`src/rtl/psum_act_pool_fifo_if.sv`:
```
// ---------------------------------------------------------------------------
// psum_act_pool_fifo_if
// Streaming handshake bundle for psum_act_pool_fifo.
//   in_valid / in_ready / in_data    : psum stream from the PE column
//   out_valid / out_ready / out_data : pooled stream toward the ofmap writer
// Modports:
//   master : the side that produces input samples and consumes results
//   slave  : the pooling stage itself
// ---------------------------------------------------------------------------
interface psum_act_pool_fifo_if #(
    parameter int DATA_W = 16
) ();
    logic              in_valid;
    logic              in_ready;
    logic [DATA_W-1:0] in_data;
    logic              out_valid;
    logic              out_ready;
    logic [DATA_W-1:0] out_data;

    modport master (
        output in_valid, in_data, out_ready,
        input  in_ready, out_valid, out_data
    );

    modport slave (
        input  in_valid, in_data, out_ready,
        output in_ready, out_valid, out_data
    );
endinterface

```
`src/rtl/psum_act_pool_fifo.sv`:
```
// ---------------------------------------------------------------------------
// psum_act_pool_fifo
// Downstream stage of the PE column: adds a per-channel bias with saturation,
// applies optional ReLU, max-pools POOL consecutive results and buffers the
// pooled values in a first-word-fall-through FIFO.
// Ports:
//   clk, rst   rising-edge clock, synchronous active-high reset
//   bus        slave side of the in/out valid-ready streams (signed Q8.8)
//   bias_in    bias value, captured into bias_reg when bias_load is high
//   relu_en    force negative results to zero (sampled at accept)
//   flush      drop the partial pool group and the stage-1 sample
//   count      FIFO occupancy; full / empty derived from it
//   sat_flag   sticky: a bias add saturated or a FIFO write was dropped
// ---------------------------------------------------------------------------
module psum_act_pool_fifo #(
    parameter int DATA_W = 16,
    parameter int DEPTH  = 8,   // power of 2, >= 4
    parameter int POOL   = 2    // 1..4
) (
    input  logic                   clk,
    input  logic                   rst,
    psum_act_pool_fifo_if.slave    bus,
    input  logic [DATA_W-1:0]      bias_in,
    input  logic                   bias_load,
    input  logic                   relu_en,
    input  logic                   flush,
    output logic [$clog2(DEPTH):0] count,
    output logic                   full,
    output logic                   empty,
    output logic                   sat_flag
);
    localparam int              AW            = $clog2(DEPTH);
    localparam int              CW            = AW + 1;
    localparam logic [CW-1:0]   CNT_FULL      = CW'(DEPTH);
    localparam logic [CW-1:0]   CNT_READY_MAX = CW'(DEPTH - 2);
    localparam logic [1:0]      POOL_LAST     = 2'(POOL - 1);

    logic signed [DATA_W-1:0] bias_reg;
    logic                     accept;
    logic signed [DATA_W:0]   sum_ext;
    logic                     sat_hi;
    logic                     sat_lo;
    logic signed [DATA_W-1:0] s1_next;
    logic                     s1_valid;
    logic signed [DATA_W-1:0] s1_data;
    logic [1:0]               pool_cnt;
    logic signed [DATA_W-1:0] max_reg;
    logic signed [DATA_W-1:0] pool_max;
    logic                     fifo_wr;
    logic                     fifo_rd;
    logic                     wr_ok;
    logic                     wr_drop;
    logic [DATA_W-1:0]        mem [DEPTH];
    logic [AW-1:0]            wr_ptr;
    logic [AW-1:0]            rd_ptr;

    // Ready only leaves room for the one result still in stage 1.
    assign bus.in_ready = (count <= CNT_READY_MAX);
    assign accept       = bus.in_valid && bus.in_ready;

    // ---------------- Stage 1: bias add, saturate, ReLU ----------------
    // One guard bit: the two top bits disagree exactly on overflow.
    assign sum_ext = {bus.in_data[DATA_W-1], bus.in_data} + {bias_reg[DATA_W-1], bias_reg};
    assign sat_hi  = (sum_ext[DATA_W:DATA_W-1] == 2'b01);
    assign sat_lo  = (sum_ext[DATA_W:DATA_W-1] == 2'b10);

    always_comb begin
        // NOTE: default first so every path assigns s1_next and no latch is inferred.
        s1_next = sum_ext[DATA_W-1:0];
        if (sat_hi) begin
            s1_next = {1'b0, {(DATA_W-1){1'b1}}};
        end else if (sat_lo) begin
            s1_next = {1'b1, {(DATA_W-1){1'b0}}};
        end
        if (relu_en && s1_next[DATA_W-1]) begin
            s1_next = '0;
        end
    end

    always_ff @(posedge clk) begin
        // NOTE: non-blocking assignments so all registers update from pre-edge values.
        if (rst) begin
            bias_reg <= '0;
        end else if (bias_load) begin
            bias_reg <= bias_in;
        end
    end

    // A sample accepted on a flush edge is kept; flush only gates stage 2.
    always_ff @(posedge clk) begin
        if (rst) begin
            s1_valid <= 1'b0;
            s1_data  <= '0;
        end else begin
            s1_valid <= accept;
            if (accept) begin
                s1_data <= s1_next;
            end
        end
    end

    // ---------------- Stage 2: max pool ----------------
    always_comb begin
        pool_max = s1_data;
        if ((pool_cnt != 2'd0) && (max_reg > s1_data)) begin
            pool_max = max_reg;
        end
    end

    assign fifo_wr = s1_valid && !flush && (pool_cnt == POOL_LAST);

    always_ff @(posedge clk) begin
        if (rst) begin
            pool_cnt <= 2'd0;
            max_reg  <= '0;
        end else if (flush) begin
            pool_cnt <= 2'd0;
        end else if (s1_valid) begin
            max_reg  <= pool_max;
            pool_cnt <= (pool_cnt == POOL_LAST) ? 2'd0 : pool_cnt + 2'd1;
        end
    end

    // ---------------- FWFT FIFO ----------------
    assign fifo_rd = bus.out_ready && !empty;
    // A write into a full FIFO is still legal when the head leaves on the same edge.
    assign wr_ok   = fifo_wr && (!full || fifo_rd);
    assign wr_drop = fifo_wr && full && !fifo_rd;

    // NOTE: storage has no reset; empty masks stale entries and keeps it RAM-mappable.
    always_ff @(posedge clk) begin
        if (wr_ok) begin
            mem[wr_ptr] <= pool_max;
        end
    end

    always_ff @(posedge clk) begin
        if (rst) begin
            wr_ptr <= '0;
            rd_ptr <= '0;
            count  <= '0;
        end else begin
            if (wr_ok) begin
                wr_ptr <= wr_ptr + 1'b1;
            end
            if (fifo_rd) begin
                rd_ptr <= rd_ptr + 1'b1;
            end
            case ({wr_ok, fifo_rd})
                2'b10:   count <= count + 1'b1;
                2'b01:   count <= count - 1'b1;
                default: count <= count;
            endcase
        end
    end

    assign full          = (count == CNT_FULL);
    assign empty         = (count == '0);
    assign bus.out_valid = !empty;
    assign bus.out_data  = empty ? '0 : mem[rd_ptr];

    always_ff @(posedge clk) begin
        if (rst) begin
            sat_flag <= 1'b0;
        end else if ((accept && (sat_hi || sat_lo)) || wr_drop) begin
            sat_flag <= 1'b1;
        end
    end
endmodule
```
`src/flat_wrapper.sv`:
```
// flat-port wrapper written by rule: the top's interface ports become plain ports
module psum_act_pool_fifo_flat 
#(
    parameter int DATA_W = 16,
    parameter int DEPTH  = 8,                      
    parameter int POOL   = 2           
)
  (clk, rst, bias_in, bias_load, relu_en, flush, count, full, empty, sat_flag, bus_in_valid, bus_in_data, bus_out_ready, bus_in_ready, bus_out_valid, bus_out_data);
  psum_act_pool_fifo_if #(.DATA_W(DATA_W)) bus_i ();
  input  logic clk;
  input  logic rst;
  input  logic [DATA_W-1:0] bias_in;
  input  logic bias_load;
  input  logic relu_en;
  input  logic flush;
  output logic [$clog2(DEPTH):0] count;
  output logic full;
  output logic empty;
  output logic sat_flag;
  input wire logic [$bits(bus_i.in_valid)-1:0] bus_in_valid;
  input wire logic [$bits(bus_i.in_data)-1:0] bus_in_data;
  input wire logic [$bits(bus_i.out_ready)-1:0] bus_out_ready;
  output wire logic [$bits(bus_i.in_ready)-1:0] bus_in_ready;
  output wire logic [$bits(bus_i.out_valid)-1:0] bus_out_valid;
  output wire logic [$bits(bus_i.out_data)-1:0] bus_out_data;
  assign bus_i.in_valid = bus_in_valid;
  assign bus_i.in_data = bus_in_data;
  assign bus_i.out_ready = bus_out_ready;
  assign bus_in_ready = bus_i.in_ready;
  assign bus_out_valid = bus_i.out_valid;
  assign bus_out_data = bus_i.out_data;
  psum_act_pool_fifo #(.DATA_W(DATA_W), .DEPTH(DEPTH), .POOL(POOL)) u_core (.clk(clk), .rst(rst), .bus(bus_i), .bias_in(bias_in), .bias_load(bias_load), .relu_en(relu_en), .flush(flush), .count(count), .full(full), .empty(empty), .sat_flag(sat_flag));
endmodule
```
`config.mk`:
```
export PLATFORM = sky130hd
export DESIGN_NAME = psum_act_pool_fifo_flat
export DESIGN_NICKNAME = d
export VERILOG_FILES = /design/src/rtl/psum_act_pool_fifo_if.sv /design/src/rtl/psum_act_pool_fifo.sv /design/src/flat_wrapper.sv
export SDC_FILE = /design/constraint.sdc
export NUM_CORES = 1
export LEC_CHECK = 0
export ABC_AREA = 1
export CAP_MARGIN = 40
export CORE_MARGIN = 2
export CORE_UTILIZATION = 64
export DETAILED_ROUTE_END_ITERATION = 12
export GPL_TIMING_DRIVEN = 0
export PLACE_DENSITY = 0.85
export SYNTH_ARGS = -nofsm -noshare
export SYNTH_HDL_FRONTEND = slang
export SYNTH_SLANG_ARGS = --single-unit
```
`constraint.sdc`:
```
create_clock -name clk -period 4.4 [get_ports clk]
set_clock_uncertainty 0.05 [all_clocks]
set_input_delay 0.44 -clock clk [delete_from_list [all_inputs] [get_ports clk]]
set_output_delay 0.44 -clock clk [all_outputs]
set_load 0.02 [all_outputs]
```
After elaboration in Yosys (flattened, before gate mapping)
Memory sizes are Yosys's and may differ from the RTL's. A register that Yosys moved wholly into a read port is not among the register bits.
Index checks and enable logic that the tools add are counted.
{"block": "classes", "n_reduce_logical": 22, "add_sub_neg": 6, "muxes": 11, "bitwise_logic": 1, "eq_ne": 6, "order_cmp": 2}
{"op": "$mux W16", "count": 5}
{"op": "$add A16 B16 Y17", "count": 1}
{"op": "$gt A16 B16 Y1", "count": 1}
{"op": "$logic_and A1 B1 Y1", "count": 10}
{"op": "$pmux W4 S2", "count": 1}
{"op": "$add A3 B1 Y3 const B", "count": 2}
{"op": "$eq A2 B1 Y1 const B", "count": 3}
{"op": "$mux W3", "count": 2}
{"op": "$add A4 B1 Y4 const B", "count": 1}
{"op": "$eq A2 B2 Y1 const B", "count": 2}
{"op": "$eq A4 B4 Y1 const B", "count": 1}
{"op": "$le A4 B3 Y1 const B", "count": 1}
{"op": "$logic_not A1 Y1", "count": 4}
{"op": "$logic_not A4 Y1", "count": 1}
{"op": "$reduce_bool A2 Y1", "count": 2}
{"op": "$sub A4 B1 Y4 const B", "count": 1}
{"op": "$logic_or A1 B1 Y1", "count": 3}
{"op": "$add A2 B1 Y2 const B", "count": 1}
{"op": "$mux W1", "count": 2}
{"op": "$mux W2", "count": 1}
{"op": "$reduce_and A2 Y1", "count": 1}
{"op": "$reduce_or A2 Y1", "count": 1}
{"op": "$not A1 Y1", "count": 1}
{"block": "totals", "ramBits": 128, "inputBits": 39, "out_inout_bits": 25, "memories": 1, "reg_bits": 62}
{"name": "u_core.mem", "depth": 8, "width": 16, "read_ports": 1, "rd_ports_with_merged_regs": 1, "wr": 1, "line_no": "psum_act_pool_fifo.sv:53", "text": "logic [DATA_W-1:0] mem [DEPTH];"}

Depth between registers and ports, before layout
Gate-level depths: netlist of the first run.
{"block": "logic_depth", "word_depth": 7, "mapped_depth": 18, "depth_no_buf": 18}

Worst setup path before layout of the first run
OpenSTA, ideal clock, no wires.
{"block": "synth_timing", "path_type": "input port to flip-flop", "from": "in bus_in_data[2]", "to": "reg u_core.s1_data[3]", "cell_stages": 17, "setup_ps": 70, "arrival_ps": 2731, "setup_slack_ps": 1548, "cell_sequence": "ha_1 -> a21oi_1 -> nand2_1 -> nand2_1 -> nand2_1 -> nand2_1 -> nand2_1 -> nand2_1 -> nand2_1 -> a21oi_2 -> xor2_1 -> ha_1 -> inv_1 -> a31oi_1 -> buf_2 -> nand2_1 -> a21oi_1"}
{"block": "synth_between", "elab_chain_cells": 6, "word_cells_on_any_way": 7}
{"element": "start: declaration", "line_no": "flat_wrapper.sv:21", "text": "input wire logic [$bits(bus_i.in_data)-1:0] bus_in_data;"}
{"element": "$add A16 B16 Y17 *", "line_no": "psum_act_pool_fifo.sv:63", "text": "assign sum_ext = {bus.in_data[DATA_W-1], bus.in_data} + {bias_reg[DATA_W-1], bias_reg};"}
{"element": "$eq A2 B2 Y1", "line_no": "psum_act_pool_fifo.sv:65", "text": "assign sat_lo = (sum_ext[DATA_W:DATA_W-1] == 2'b10);"}
{"element": "$mux W16", "line_no": "psum_act_pool_fifo.sv:72", "text": "end else if (sat_lo) begin"}
{"element": "$mux W16 *", "line_no": "psum_act_pool_fifo.sv:70", "text": "if (sat_hi) begin"}
{"element": "$logic_and A1 B1 Y1", "line_no": "psum_act_pool_fifo.sv:75", "text": "if (relu_en && s1_next[DATA_W-1]) begin"}
{"element": "$mux W16 *", "line_no": "psum_act_pool_fifo.sv:75"}
{"element": "end signal: assignment", "line_no": "psum_act_pool_fifo.sv:97", "text": "s1_data <= s1_next;"}
{"element": "end: declaration", "line_no": "psum_act_pool_fifo.sv:45", "text": "logic signed [DATA_W-1:0] s1_data;"}
Mark *: on every way between the ends. The rest lies on a longest branch, timed or not.
A chain may end at the register's enable or synchronous reset.

Worst setup path after layout of the first run
{"block": "layout_timing", "from": "in bus_in_data[0]", "to": "reg u_core.s1_data[13]"}
The elaborated chain is that of the path after synthesis.

==> run metrics, run 1 <==
clk_lat worst skew 440 ps; cell with the most instances after synthesis nor2_1; CTS tree built; Avg Vias per Cell 5.788; Reg clk slew, reported paths 60 ps; Most used DFF post-synth edfxtp_1; count of final hold-check violations 0; #FFs+latches synth 193; most flop-heavy register u_core.mem; largest net degree at the start of global routing 18; antenna viol nets, final 0; clk sinks 193; die area 15670 µm²; critical path's largest stage delay 480 ps; Final nets 1205; share of the synthesized area in the top cell type 40.91%; kind of critical path input port to register; R2R setup slack 920 ps; H-tree depth 4; leakage power 4.423 nW; maximum clock rate 276.0 MHz; Routed wire per std cell 16.64 µm; grt total ovfl 0; largest cells by area after synthesis edfxtp_1 41%, dfxtp_1 14%, nor2_1 7.6%; Max Cap Violations 0; Resize count post-CTS 0; DRC viols 0; layout cells sized above 1 8.348%; worst vdd ir 0.0002782 V; Final Non-Filler Cells 1322; Worst Path Arrival 3940 ps; chip width 125.2 µm; Die Ht 125.2 µm; drt total wl 22.00 mm; CP Buf/Inv Count 5; Clk Tree Root Cell clkbuf_16; Avg Inst Size Synth 9.069 µm²; Vias 7652; FILL cells 956; first-pass GRT wire length 35.23 mm; GPL Wtd Cong 0.9165; max_slew headroom 41.89%; Post-Syn Instances 1036; Critical Path, Cell by Cell clkdlybuf4s50_1 > ha_1 > inv_1 > fa_1 > o21ai_1 > nand2_1 > nand2_1 > nand2_1 > nand2_1 > nand2_1 > nand3_1 > o21ai_1 > inv_1 > ha_1 > inv_1 > a31oi_1 > buf_2 > nand2_1 > a21oi_1; IO Count 64; unrepaired setup endpoints after global routing false; CTS buffer count 17; HP Class input port to register; crit start category input port; WP data required 4710 ps; Starting Density 65.14%; number of DRC markers in iteration 0 576; post-CTS setup buffer count 0; asr flop ratio synth 0%; total negative setup slack 0 ps; Area Overhead vs Synth 16.58%; Clock Path Buffers 2; Port-buffer cells 62; DRT Pass-1 Iters 5; post-synthesis sequential area ratio 54.76%; PD cells 538.1 nW/µm²; max reg flops 128; site row count 44; period utilization 82.34%; HPWL Detailed 15.49 mm; yosys warns 0; crit-path leading delay family buffers and inverters; max-slew violations 0; Setup violations, final 0; GR Util All Layers 28.85%; dominant cell type by area after synthesis edfxtp_1; number of diodes 0; most used cell, CP nand2_1; syn_nets 1116; quantity of hold-fixing buffers added after cts 0; Slowest-stage cell, CP clkdlybuf4s50_1; CP Capture Type register; Slew @ Worst Pin 866.9 ps; synth unique cells 41; Post-Syn Area 9395 µm²; vias in the first global route 7339; antenna violations before repair 1; Post-synth top cells 190 x nor2_1, 174 x nand2_1, 128 x edfxtp_1; Core Area 14420 µm²; crit path time final 3623 ps; EDFF count, synth 128; Crit Path Max Fanout 10; DP Cell Count 1290; status finished clean
[routing by layer]
layer | GRT usage (%) | wire [µm] | up-vias
li1 | - | - | 3670
met4 | 11.76 | 580 | 0
met2 | 50.38 | 11080 | 374
met3 | 5.049 | 1740 | 63
met1 | 35.72 | 8599 | 3545
met5 | 0 | 0 | -
[where the power goes]
group	switching, mW	total [mW]	internal, mW
Sequential	0.0922	2.16	2.07
Clock	0.668	1.56	0.892
Combinational	1.41	2.18	0.769
[worst reg2reg max path, cell delays in order, from the launching register on]
cell and delay, ps:
dfxtp_1 350, ha_1 200, inv_1 60, fa_1 430
o21ai_1 320, nand2_1 80, nand2_1 130, nand2_1 110
nand2_1 90, nand2_1 90, nand3_1 80, o21ai_1 100
inv_1 90, ha_1 140, inv_1 100, a31oi_1 450
buf_2 320, nand2_1 110, a21oi_1 130
[placed cells by master, fill, tap and decap left out, types with 7 or more instances in the layout]
cell type        instances
buf_1                    7
nand3_1                 49
inv_1                   88
nand2_1                174
o22ai_1                 17
clkdlybuf4s50_1         62
nand2_4                 12
clkbuf_16               20
a21oi_1                 40
o21ai_0                109
dfxtp_1                 65
nor2_1                 188
clkbuf_1                29
ha_1                    39
edfxtp_1               128
a31oi_1                 17
nand3_2                 12
[metrics by stage]
stage	power, mW	setup slack (ps)	utilization (%)	area [µm²]	hold WS [ps]
after detailed placement	4.315	485.3	71.76	10350	394.3
after global routing	6.176	515.8	75.94	10950	323.2
after floorplan	3.545	1548	-	9395	372.2
after CTS	5.870	870.4	75.94	10950	295.5
after global placement	4.268	209.3	71.04	10250	386.6
final	5.894	777.1	75.94	10950	315.2
[logic make-up (layout without fill, tap and decap cells)]
| family | Yosys count | count (layout) | share of synthesized area [%] |
|---|---|---|---|
| fa+ha+maj | 41 | 41 | 5.620 |
| compound gates | 191 | 191 | 10.84 |
| xor+xnor | 6 | 6 | 0.5594 |
| flops | 193 | 193 | 54.76 |
| buf+inv | 136 | 238 | 5.926 |
| simple gates | 469 | 469 | 22.29 |
[layout make-up]
type / count / area [µm²] / share of cell area [%]
sequential: 193 / 5145 / 46.97
multi-input combinational: 707 / 3719 / 33.95
timing repair buffer: 70 / 699.4 / 6.386
clock buffer: 24 / 515.5 / 4.706
inverter: 94 / 352.8 / 3.221
tap: 184 / 230.2 / 2.102
buffer: 42 / 203.9 / 1.862
clock inverter: 8 / 87.58 / 0.7996
[path summary, 6_finish.rpt]
check                                                      from  cells past startpoint                              end
worst max-delay path                             bus_in_data[0]                     19  u_core.s1_data[13]$_SDFFE_PP0P_
worst min-delay path                                        rst                      4   u_core.max_reg[1]$_SDFFE_PP0P_
worst max register to register  u_core.bias_reg[0]$_SDFFE_PP0P_                     18  u_core.s1_data[13]$_SDFFE_PP0P_
worst min register to register  u_core.pool_cnt[1]$_SDFFE_PP0P_                      2  u_core.pool_cnt[1]$_SDFFE_PP0P_
Note: power is estimated with default switching activity, not from simulation.
==> inputs of run 2 (changes only) <==
CORE_UTILIZATION = 59   (was 64)
PLACE_DENSITY = 0.79   (was 0.85)
clock period = 3.45 ns   (was 4.4 ns; I/O delays follow)
==> run metrics, run 2 (synthesis gave the netlist of run 1 again) <==
DRT Pass-1 Iters 6 (+1); Die Ht 130.2 µm (+4.0%); count of final hold-check violations 0 (unchanged); register area 5145 µm² (unchanged); vias in the first global route 7330 (-0.12%); antenna violations before repair 0 (-1); commonest non-fill, non-tap cell in the layout nor2_1; kind of critical path register to primary output; grt total ovfl 0 (unchanged); CTS tree built; Max Cap Violations 0 (unchanged); most frequent cells in the layout 187 x nor2_1, 174 x nand2_1, 128 x edfxtp_1, 109 x o21ai_0, 88 x inv_1; Clock Path Buffers 2 (unchanged); DRC viols 0 (unchanged); first-pass GRT wire length 35.18 mm (-0.16%); Avg Vias per Cell 5.579 (-3.6%); Core Area 15710 µm² (+8.9%); Routed wire per std cell 16.22 µm (-2.5%); crit path time final 3311 ps; CP Capture Type primary output; Worst Path Arrival 2920 ps (-1020 ps); Setup violations, final 0 (unchanged); Area Overhead vs Synth 16.78%; GR Util All Layers 27.19% (-1.7 points); clk sinks 193 (unchanged); max reg flops 128 (unchanged); Reg clk slew, reported paths 70 ps (about the same); HPWL Detailed 16.09 mm (+3.9%); Hold Slack 207.1 ps (-108.1 ps); antenna viol nets, final 0 (unchanged); leakage power 4.398 nW (-0.57%); FILL cells 1224 (+28%); crit start category register; Multi-input gate area 3740 µm² (+0.57%); largest net degree at the start of global routing 19 (+1); CTS buffer count 17 (unchanged); number of DRC markers in iteration 0 573 (-0.52%); post-CTS setup buffer count 0 (unchanged); Port-buffer cells 62 (unchanged); GPL Wtd Cong 0.8830 (-3.7%); maximum clock rate 302.0 MHz; total negative setup slack 0 ps (unchanged); quantity of hold-fixing buffers added after cts 0 (unchanged); max_slew headroom 37.97% (-3.9 points); Clk Tree Root Cell clkbuf_16; Vias 7548 (-1.4%); layout cells sized above 1 8.795% (+0.45 points); worst vdd ir 0.0003937 V (+42%); site row count 46 (+4.5%); die area 16950 µm² (+8.2%); most flop-heavy register u_core.mem; number of diodes 0 (unchanged); status finished clean; Slew @ Worst Pin 927.0 ps (+60.15 ps); clk_lat worst skew 430 ps (about the same); WP data required 3050 ps (-1660 ps); unrepaired setup endpoints after global routing false; Final nets 1204 (-0.083%); H-tree depth 4 (unchanged); Crit Path Max Fanout 10 (unchanged); chip width 130.2 µm (+4.0%); period utilization 95.98%; DP Cell Count 1322 (+2.5%); drt total wl 21.95 mm (-0.23%); max-slew violations 0 (unchanged); IO Count 64 (unchanged); Starting Density 59.79% (-5.3 points); PD cells 672.3 nW/µm² (+25%); Final Non-Filler Cells 1353 (+2.3%); HP Class input port to register
[run 2: what timing repair did]
item | CTS | global route
endpoints found under the hold margin | 0 | 0
resized for setup | 1 | 4
endpoints found under the setup margin | 7 | 14
[run 2: worst paths after layout]
path / from / depth (start not counted) / to / slack (ps)
max: register / 8 / bus_out_data[14] / 140
min: rst / 4 / u_core.max_reg[15]$_SDFFE_PP0P_ / 210
max reg2reg: u_core.bias_reg[2]$_SDFFE_PP0P_ / 17 / u_core.s1_data[4]$_SDFFE_PP0P_ / 370
min reg2reg: u_core.pool_cnt[1]$_SDFFE_PP0P_ / 2 / u_core.pool_cnt[1]$_SDFFE_PP0P_ / 410
[run 2: layer usage]
metal | vias to the layer above | share of wire, % | track usage [%]
met3 | 52 | 6.2 | 5.781
met4 | 0 | 2.4 | 9.804
met5 | - | 0 | 0
li1 | 3671 | - | -
met2 | 255 | 50 | 48.41
met1 | 3570 | 41 | 32.64
[run 2: power by group]
part	switching [mW]	internal, mW
Combinational	1.79	0.985
Clock	0.900	0.950
Sequential	0.115	2.63
Total	2.81	4.57
[run 2: worst max-delay path, cell delays in order (launching register included)]
cell and delay [ps]:
dfxtp_1 330, buf_2 190, inv_2 170, clkbuf_1 440, o21ai_0 180, o22ai_1 260
o21ai_0 130, a31oi_1 170, clkdlybuf4s50_1 620
[run 2: area by class of cell]
| type | instances | area share [%] |
|---|---|---|
| buffer | 41 | 1.847 |
| clock buffer | 18 | 3.912 |
| clock inverter | 14 | 1.175 |
| inverter | 94 | 3.216 |
| multi-input combinational | 707 | 34.09 |
| sequential | 193 | 46.89 |
| tap | 216 | 2.463 |
| timing repair buffer | 70 | 6.409 |
[run 2: metrics by stage]
step	worst slack, ps	util, %	power [mW]	cell area [µm²]
floorplan	693.3	-	4.522	9395
global placement	-365.5	65.46	5.443	10290
detailed placement	-419.2	66.16	5.524	10400
CTS	141.1	69.76	7.368	10960
global route	22.30	69.83	7.768	10970
finish	138.7	69.83	7.377	10970
==> inputs of run 3 (changes only) <==
SETUP_SLACK_MARGIN = 0.05   (was default)
==> run metrics, run 3 (synthesis gave the netlist of run 1 again) <==
most flop-heavy register u_core.mem; Final nets 1207 (+0.25%); worst vdd ir 0.0003944 V (+0.16%); fin worst setup slack 126.9 ps (-11.83 ps); vias in the first global route 7330 (unchanged); crit path time final 3323 ps (+11.83 ps); chip width 130.2 µm (unchanged); IO Count 64 (unchanged); crit start category register; Reg2Reg Depth 18 (+1); CP Capture Type primary output; GR Util All Layers 27.19% (unchanged); Vias 7577 (+0.38%); HPWL Detailed 16.09 mm (unchanged); CTS buffer count 17 (unchanged); status finished clean; max-slew violations 0 (unchanged); Max Cap Violations 0 (unchanged); reg2reg end u_core.s1_data[12]$_SDFFE_PP0P_; Critical Path, Cell by Cell buf_2 > inv_2 > clkbuf_1 > o21ai_0 > o22ai_1 > o21ai_0 > a31oi_1 > clkdlybuf4s50_1; Routed wire per std cell 16.26 µm (+0.21%); layout cells sized above 1 9.211% (+0.42 points); Area Overhead vs Synth 17.03%; number of diodes 0 (unchanged); clk sinks 193 (unchanged); antenna violations before repair 0 (unchanged); clk_lat worst skew 430 ps (about the same); commonest non-fill, non-tap cell in the layout nor2_1; max reg flops 128 (unchanged); DRC viols 0 (unchanged); HP Class input port to register; PD cells 673.4 nW/µm² (+0.15%); H-tree depth 4 (unchanged); hold path startpoint rst; Clk Tree Root Cell clkbuf_16; number of DRC markers in iteration 0 624 (+8.9%); WP data required 3050 ps (about the same); reg2reg start u_core.bias_reg[2]$_SDFFE_PP0P_; maximum clock rate 300.9 MHz (-0.36%); Slew @ Worst Pin 889.3 ps (-37.75 ps); Setup violations, final 0 (unchanged); period utilization 96.32% (+0.34 points); most frequent cells in the layout 187 x nor2_1, 174 x nand2_1, 128 x edfxtp_1, 109 x o21ai_0, 88 x inv_1; Die Ht 130.2 µm (unchanged); WHS Endpoint u_core.max_reg[15]$_SDFFE_PP0P_; die area 16950 µm² (unchanged); Hold Slack 202.1 ps (-5.009 ps); antenna viol nets, final 0 (unchanged); R2R setup slack 370 ps (about the same); most used cell, CP o21ai_0; GPL Wtd Cong 0.8830 (unchanged); site row count 46 (unchanged); drt total wl 22.04 mm (+0.43%); leakage power 4.413 nW (+0.33%); count of final hold-check violations 0 (unchanged); Place WS -419.2 ps (unchanged); first-pass GRT wire length 35.18 mm (unchanged); Crit Path Max Fanout 10 (unchanged); Clock Path Buffers 2 (unchanged); hold path cells 4 (unchanged); largest net degree at the start of global routing 19 (unchanged); unrepaired setup endpoints after global routing true; Avg Vias per Cell 5.588 (+0.16%); Slowest-stage cell, CP clkdlybuf4s50_1; grt total ovfl 0 (unchanged); critical path's largest stage delay 620 ps (about the same); CTS tree built; kind of critical path register to primary output; Port-buffer cells 62 (unchanged); Worst Path Arrival 2930 ps (about the same); Reg clk slew, reported paths 70 ps (about the same); quantity of hold-fixing buffers added after cts 0 (unchanged); DRT Pass-1 Iters 5 (-1); max_slew headroom 40.50% (+2.5 points); Starting Density 59.79% (unchanged); Core Area 15710 µm² (unchanged)
run 3: routing by layer:
metal  GRT usage (%)  part of all wire, %  vias up
met3           5.781                  6.6       47
met2           48.41                   50      265
li1                -                    -     3684
met4           9.804                  2.3        0
met1           32.64                   41     3581
met5               0                    0        -
run 3: cell type report:
class / count / area [µm²]
flip-flops and latches: 193 / 5145
clock inverters: 14 / 128.9
plain buffers: 42 / 209.0
clock buffers: 18 / 429.2
repair buffers: 72 / 718.2
fillers: 1225 / 4717
well taps: 216 / 270.3
multi-input cells: 707 / 3742
inverters: 94 / 352.8
run 3: worst max-delay path by stage:
| stage | end | start | slack [ps] |
|---|---|---|---|
| 2_1_floorplan | u_core.s1_data[3]$_SDFFE_PP0P_ | bus_in_data[2] | 690 |
| 3_3_place_gp | u_core.s1_data[14]$_SDFFE_PP0P_ | bus_in_data[2] | -370 |
| 3_5_place_dp | u_core.s1_data[13]$_SDFFE_PP0P_ | bus_in_data[2] | -420 |
| 4_1_cts | u_core.s1_data[6]$_SDFFE_PP0P_ | bus_in_data[2] | 140 |
| 5_1_grt | u_core.s1_data[12]$_SDFFE_PP0P_ | bus_in_data[2] | 20 |
| 6_report | bus_out_data[3] | register | 130 |
run 3: worst max-delay path: cells and delay by family (launching register included):
family	cells	cell delay, ps
buf+inv	4	1370
compound gates	4	800
flops	1	330
run 3: through the flow:
| step | setup TNS, ps | std cells | total power [mW] | utilization [%] | area, µm² |
|---|---|---|---|---|---|
| finish | 0 | 1356 | 7.404 | 69.98 | 11000 |
| global route | 0 | 1356 | 7.781 | 69.98 | 11000 |
| global placement | -21920 | 1314 | 5.443 | 65.46 | 10290 |
| detailed placement | -4979 | 1322 | 5.524 | 66.16 | 10400 |
| floorplan | 0 | 1036 | 4.522 | - | 9395 |
| CTS | 0 | 1354 | 7.368 | 69.76 | 10960 |
run 3: power by group:
| group | switching [mW] | leakage [nW] | internal, mW | total (mW) |
|---|---|---|---|---|
| clock network | 0.908 | 0.269 | 0.950 | 1.86 |
| registers | 0.116 | 1.71 | 2.63 | 2.75 |
| logic | 1.80 | 2.43 | 0.995 | 2.80 |
run 3: what timing repair did:
| item | 4_1_cts | 5_1_grt |
|---|---|---|
| endpoints found under the setup margin | 10 | 16 |
| pin swaps | 0 | 1 |
| gates resized for setup | 1 | 9 |
| buffers inserted | 0 | 2 |
==> RTL edit 1, RTL diff (flow settings as in run 3) <==
`DATA_W` is set to 16 in 3 places; all go to 12.
--- a/src/rtl/psum_act_pool_fifo_if.sv
+++ b/src/rtl/psum_act_pool_fifo_if.sv
@@ -8,7 +8,7 @@
 //   slave  : the pooling stage itself
 // ---------------------------------------------------------------------------
 interface psum_act_pool_fifo_if #(
-    parameter int DATA_W = 16
+    parameter int DATA_W = 12
 ) ();
     logic              in_valid;
     logic              in_ready;
--- a/src/rtl/psum_act_pool_fifo.sv
+++ b/src/rtl/psum_act_pool_fifo.sv
@@ -13,7 +13,7 @@
 //   sat_flag   sticky: a bias add saturated or a FIFO write was dropped
 // ---------------------------------------------------------------------------
 module psum_act_pool_fifo #(
-    parameter int DATA_W = 16,
+    parameter int DATA_W = 12,
     parameter int DEPTH  = 8,   // power of 2, >= 4
     parameter int POOL   = 2    // 1..4
 ) (
--- a/src/flat_wrapper.sv
+++ b/src/flat_wrapper.sv
@@ -1,7 +1,7 @@
 // flat-port wrapper written by rule: the top's interface ports become plain ports
 module psum_act_pool_fifo_flat 
 #(
-    parameter int DATA_W = 16,
+    parameter int DATA_W = 12,
     parameter int DEPTH  = 8,                      
     parameter int POOL   = 2           
 )
Interface: changed (resized bias_in, bus_in_data and bus_out_data); port bits go from 64 to 52. The function was not compared with the original's and may differ.
==> RTL edit 1 against run 3 <==
Setup slack better by 130 ps. Total power shrank 15%. Synthesized area shrank 22%. Cell area decreased by 20%. Count of clock-buffer cells in the layout increased by 3. Routed wire length fell by 20%. Sequential cell count down 44. Core utilization up 2.7 points. Die area is 21% lower. Largest power group unchanged.
==> RTL edit 1: results (changes against run 3) <==
Synthesis:
- The sequential element share of the synthesized area is 53.7% (was 54.8%).
- Top cells by area, synth: sky130_fd_sc_hd__edfxtp_1 (39%), sky130_fd_sc_hd__dfxtp_1 (14%), sky130_fd_sc_hd__nor2_1 (7.5%) (was sky130_fd_sc_hd__edfxtp_1 (41%), sky130_fd_sc_hd__dfxtp_1 (14%), sky130_fd_sc_hd__nor2_1 (7.6%)).
- Most frequent cells after synthesis: sky130_fd_sc_hd__nor2_1 (147), sky130_fd_sc_hd__nand2_1 (132), sky130_fd_sc_hd__edfxtp_1 (96), sky130_fd_sc_hd__o21ai_0 (71), sky130_fd_sc_hd__inv_1 (69) (was sky130_fd_sc_hd__nor2_1 (190), sky130_fd_sc_hd__nand2_1 (174), sky130_fd_sc_hd__edfxtp_1 (128), sky130_fd_sc_hd__o21ai_0 (109), sky130_fd_sc_hd__inv_1 (88)).
- The area fraction in compound gates after synthesis was 10.4% (was 10.8%).
- The XOR/XNOR share of the synthesized area came to 0.596% (was 0.559%).
- The net count after synthesis came to 872 (was 1116).
- The cell count after synthesis is 808 (was 1036).
- The count of cell types in the netlist is 34 (was 41).

Critical path:
- The worst reg-to-reg path cell count was 16 (was 18).
- The largest stage delay on the critical path is 670 ps (was 620 ps).
- The destination of the worst register-to-register timing path is u_core.s1_data[4] (was u_core.s1_data[12]).
- The origin of the critical flop-to-flop path is u_core.bias_reg[0] (was u_core.bias_reg[2]).
- The worst-case register-to-register setup slack is 400 ps (was 370 ps).
- The capture point of the critical path is bus_out_data[11] (was bus_out_data[3]).

Finish:
- The number of flip-flops in the largest register is 96 (was 128).
- The post-layout net count was 949 (was 1207).
- The number of filler instances in the final layout was 862 (was 1225).
- The fraction of final layout cells sized beyond drive strength 1 is 12.2% (was 9.21%).

Route:
- The met3 layer wire length in the routed design is 1.24 mm (was 1.45 mm).
- The number of violations reported at the end of detailed-routing iteration 0 is 512 (was 624).
- The routed length per placed instance is 16.5 um (was 16.3 um).
- The aggregate routed wire length is 17.6 mm (was 22.0 mm).
- The wire length on met1 is 6.88 mm (was 8.95 mm).

Place:
- The half-perimeter wire length after placement is 12.6 mm (was 16.1 mm).
- The minimum setup slack after placement is 73.8 ps (was -419 ps).
- The cell count after placement came to 1034 (was 1322).
- The placer's final routability congestion estimate was 0.885 (was 0.883).

Outcome:
- Outcome: complete, no violations (unchanged).

Global routing:
- The number of global-route vias before repair is 5853 (was 7330).
- The global-route track usage on met2 was 49.7% (was 48.4%).
- The met3 layer usage reported by global route is 5.91% (was 5.78%).
- The global-route wire length before repair is 28.3 mm (was 35.2 mm).
- The largest net degree at the start of global routing came to 17 (was 19).

Power:
- The leakage power total came to 3.56 nW (was 4.41 nW).

Clock tree:
- The count of cells resized by post-cts repair is 0 (was 1).

STA:
- The transition at the pin with the smallest max-transition slack came to 711 ps (was 889 ps).
-- RTL edit 1: cell count changes in the layout (fill, tap and decap cells not counted), sizes merged, moves of 14 or more --
cell           run 3  this run
edfxtp           128        96
inv               98        80
nand2            191       149
nand3             62        48
nor2             194       149
o21ai            113        86
-- RTL edit 1: cell type report --
| type | count | area (um^2) | area share, % |
|---|---|---|---|
| buffer | 33 | 179 | 2.04 |
| clock buffer | 21 | 483 | 5.51 |
| clock inverter | 11 | 121 | 1.38 |
| timing repair buffer | 58 | 587 | 6.69 |
| tap | 168 | 210 | 2.40 |
| sequential | 149 | 3940 | 45.0 |
| multi-input combinational | 547 | 2950 | 33.6 |
| inverter | 79 | 297 | 3.38 |
-- RTL edit 1: worst min path at each step --
stage | start | to | slack, ps | cells after the start
after detailed placement | u_core.rd_ptr[2] | flop | 410 | 2
after floorplan | u_core.rd_ptr[2] | flop | 380 | 2
after global routing | rst | u_core.s1_valid | 390 | 2
after CTS | rst | u_core.s1_valid | 340 | 2
after global placement | u_core.rd_ptr[2] | u_core.rd_ptr[2] | 400 | 2
final | rst | u_core.s1_valid | 350 | 2
-- RTL edit 1: where the power goes --
| part | total, mW | internal, mW | switching, mW |
|---|---|---|---|
| Combinational | 2.30 | 0.855 | 1.44 |
| Clock | 1.86 | 1.15 | 0.710 |
| Sequential | 2.15 | 2.04 | 0.111 |
| Total | 6.31 | 4.04 | 2.27 |
-- RTL edit 1: through the flow --
step,instance area (um^2),utilization (%)
2_1_floorplan,7350,-
4_1_cts,8770,72.7
3_5_place_dp,8160,67.7
6_report,8770,72.7
5_1_grt,8770,72.7
3_3_place_gp,8060,66.8
==> RTL edit 2, RTL diff (flow settings as in run 3) <==
Made on the original files. Reset style: asynchronous (`rst`), changed in 5 clocked blocks. Comments in the files are not updated.
--- a/src/rtl/psum_act_pool_fifo.sv
+++ b/src/rtl/psum_act_pool_fifo.sv
@@ -77,7 +77,7 @@
         end
     end
 
-    always_ff @(posedge clk) begin
+    always_ff @(posedge clk or posedge rst) begin
         // NOTE: non-blocking assignments so all registers update from pre-edge values.
         if (rst) begin
             bias_reg <= '0;
@@ -87,7 +87,7 @@
     end
 
     // A sample accepted on a flush edge is kept; flush only gates stage 2.
-    always_ff @(posedge clk) begin
+    always_ff @(posedge clk or posedge rst) begin
         if (rst) begin
             s1_valid <= 1'b0;
             s1_data  <= '0;
@@ -109,7 +109,7 @@
 
     assign fifo_wr = s1_valid && !flush && (pool_cnt == POOL_LAST);
 
-    always_ff @(posedge clk) begin
+    always_ff @(posedge clk or posedge rst) begin
         if (rst) begin
             pool_cnt <= 2'd0;
             max_reg  <= '0;
@@ -134,7 +134,7 @@
         end
     end
 
-    always_ff @(posedge clk) begin
+    always_ff @(posedge clk or posedge rst) begin
         if (rst) begin
             wr_ptr <= '0;
             rd_ptr <= '0;
@@ -159,7 +159,7 @@
     assign bus.out_valid = !empty;
     assign bus.out_data  = empty ? '0 : mem[rd_ptr];
 
-    always_ff @(posedge clk) begin
+    always_ff @(posedge clk or posedge rst) begin
         if (rst) begin
             sat_flag <= 1'b0;
         end else if ((accept && (sat_hi || sat_lo)) || wr_drop) begin
Behaviour: differs if rst is asserted again (counterexample within 4 cycles, from zero or initial values and one cycle with rst high); with rst held inactive, the same outputs for 4 cycles.
==> RTL edit 2 against run 3 <==
Total power grew 33%. Fmax up 2.6%. Die area is 1.1% lower. Routed wire length up 0.61%. Setup slack improved by 84 ps. Cell area is 0.43% lower. Combinational power is 61% higher. Sequential cell count down 3. Synthesized area decreased by 1.1%. Count of clock-buffer cells in the layout shrank 1. Critical path depth decreased by 1.
==> RTL edit 2: results (changes against run 3) <==
Route:
- The number of vias in the routed layout is 7140 (was 7577).
- The aggregate routed wire length is 22.2 mm (was 22.0 mm).
- The via-per-instance ratio is 5.72 (was 5.59).
- The number of violations reported at the end of detailed-routing iteration 0 was 672 (was 624).

STA:
- The transition at the pin with the smallest max-transition slack is 870 ps (was 889 ps).
- The worst-case hold slack is 265 ps (was 202 ps).

Synthesis:
- Most frequent cells after synthesis: sky130_fd_sc_hd__nand2_1 (164), sky130_fd_sc_hd__edfxtp_1 (128), sky130_fd_sc_hd__nor2_1 (121), sky130_fd_sc_hd__o21ai_0 (105), sky130_fd_sc_hd__inv_1 (72) (was sky130_fd_sc_hd__nor2_1 (190), sky130_fd_sc_hd__nand2_1 (174), sky130_fd_sc_hd__edfxtp_1 (128), sky130_fd_sc_hd__o21ai_0 (109), sky130_fd_sc_hd__inv_1 (88)).
- The portion of netlist area occupied by mux cells is 1.82% (was 0%).
- Top cells by area, synth: sky130_fd_sc_hd__edfxtp_1 (41%), sky130_fd_sc_hd__dfrtp_1 (17%), sky130_fd_sc_hd__nand2_1 (6.6%) (was sky130_fd_sc_hd__edfxtp_1 (41%), sky130_fd_sc_hd__dfxtp_1 (14%), sky130_fd_sc_hd__nor2_1 (7.6%)).
- The XOR/XNOR share of the synthesized area came to 0.566% (was 0.559%).
- The count of cell types in the netlist is 40 (was 41).
- The cell count after synthesis is 933 (was 1036).
- The post-synthesis adder-cell area fraction came to 5.69% (was 5.62%).
- The fraction of registers with async set/reset is 32.6% (was 0%).
- The area fraction in compound gates after synthesis is 10.9% (was 10.8%).
- The sequential element share of the synthesized area came to 58.1% (was 54.8%).
- The net count after synthesis was 1013 (was 1116).

Critical path:
- The endpoint arrival time on the critical path is 2840 ps (was 2930 ps).
- The worst-case register-to-register setup slack is 330 ps (was 370 ps).
- The largest stage delay on the critical path is 650 ps (was 620 ps).

Power:
- The power density relative to cell area is 898 nW/um^2 (was 673 nW/um^2).
- The total sequential power came to 3.30 mW (was 2.75 mW).
- The part of the power in the clock network is 20.6% (was 25.1%).
- The switching component of the power is 4.04 mW (was 2.83 mW).

Global routing:
- The global-route track usage on met2 is 46.9% (was 48.4%).
- The largest net degree at the start of global routing is 37 (was 19).
- The met1 usage in global routing is 37.3% (was 32.6%).
- The number of global-route vias before repair is 6954 (was 7330).
- The global-route wire length before repair came to 35.4 mm (was 35.2 mm).
- The met3 layer usage reported by global route is 4.50% (was 5.78%).

Place:
- The half-perimeter wire length after placement is 15.9 mm (was 16.1 mm).
- The placed instance area came to 10300 um^2 (was 10400 um^2).
- The cell count after placement is 1216 (was 1322).

Finish:
- The fraction of final layout cells sized beyond drive strength 1 is 10.8% (was 9.21%).
- The number of filler instances in the final layout came to 1134 (was 1225).
- The post-layout net count is 1104 (was 1207).
- The final core utilization is 71.5% (was 70.0%).

Outcome:
- Outcome: complete, no violations (unchanged).

Worst hold path:
- The type of the most critical hold path is primary input to async pin (was primary input to flop).
RTL edit 2: area by class of cell:
cell class / count / share of cell area, %
sequential: 190 / 49.3
multi-input combinational: 628 / 31.7
timing repair buffer: 72 / 6.78
clock buffer: 17 / 3.89
inverter: 81 / 2.78
tap: 211 / 2.41
clock inverter: 15 / 1.69
buffer: 34 / 1.46
RTL edit 2: final timing paths:
path	startpoint	end	depth (start not counted)
worst max-delay path	u_core.rd_ptr[1]	bus_out_data[4]	7
worst min-delay path	rst	u_core.count[0]	2
worst max register to register	u_core.bias_reg[4]	u_core.s1_data[7]	15
worst min register to register	u_core.s1_valid	u_core.pool_cnt[1]	1
max in group asynchronous	rst	u_core.max_reg[14]	3
min in group clk	bias_load	u_core.bias_reg[12]	2
RTL edit 2: worst max-delay path, delay by kind of cell, from the launching register on:
kind	cells	cell delay (ps)
AOI/OAI and AO/OA	4	750
buffers and inverters	3	1220
DFF	1	450
RTL edit 2: timing repair:
action | in CTS | in global routing
setup endpoints to repair | 2 | 27
buffers inserted | 0 | 0
resized for setup | 2 | 15
RTL edit 2: logic make-up after synthesis:
logic type,Yosys count
AOI/OAI and AO/OA,189
xor gates and xnor gates,6
adders and majority gates,41
buffers and inverters,115
DFF,190
muxes,15
and+or+nand+nor,377
RTL edit 2: stage by stage:
stage          TNS (ps)  setup WS [ps]
2_1_floorplan         0            671
3_3_place_gp     -84590          -1100
3_5_place_dp      -3330           -323
4_1_cts               0           72.8
5_1_grt               0           20.5
6_report              0            210
RTL edit 2: metal layers:
layer,vias up,wire [um]
met4,0,490
met3,39,1520
met5,-,0
li1,3393,-
met2,301,11000
met1,3407,9160
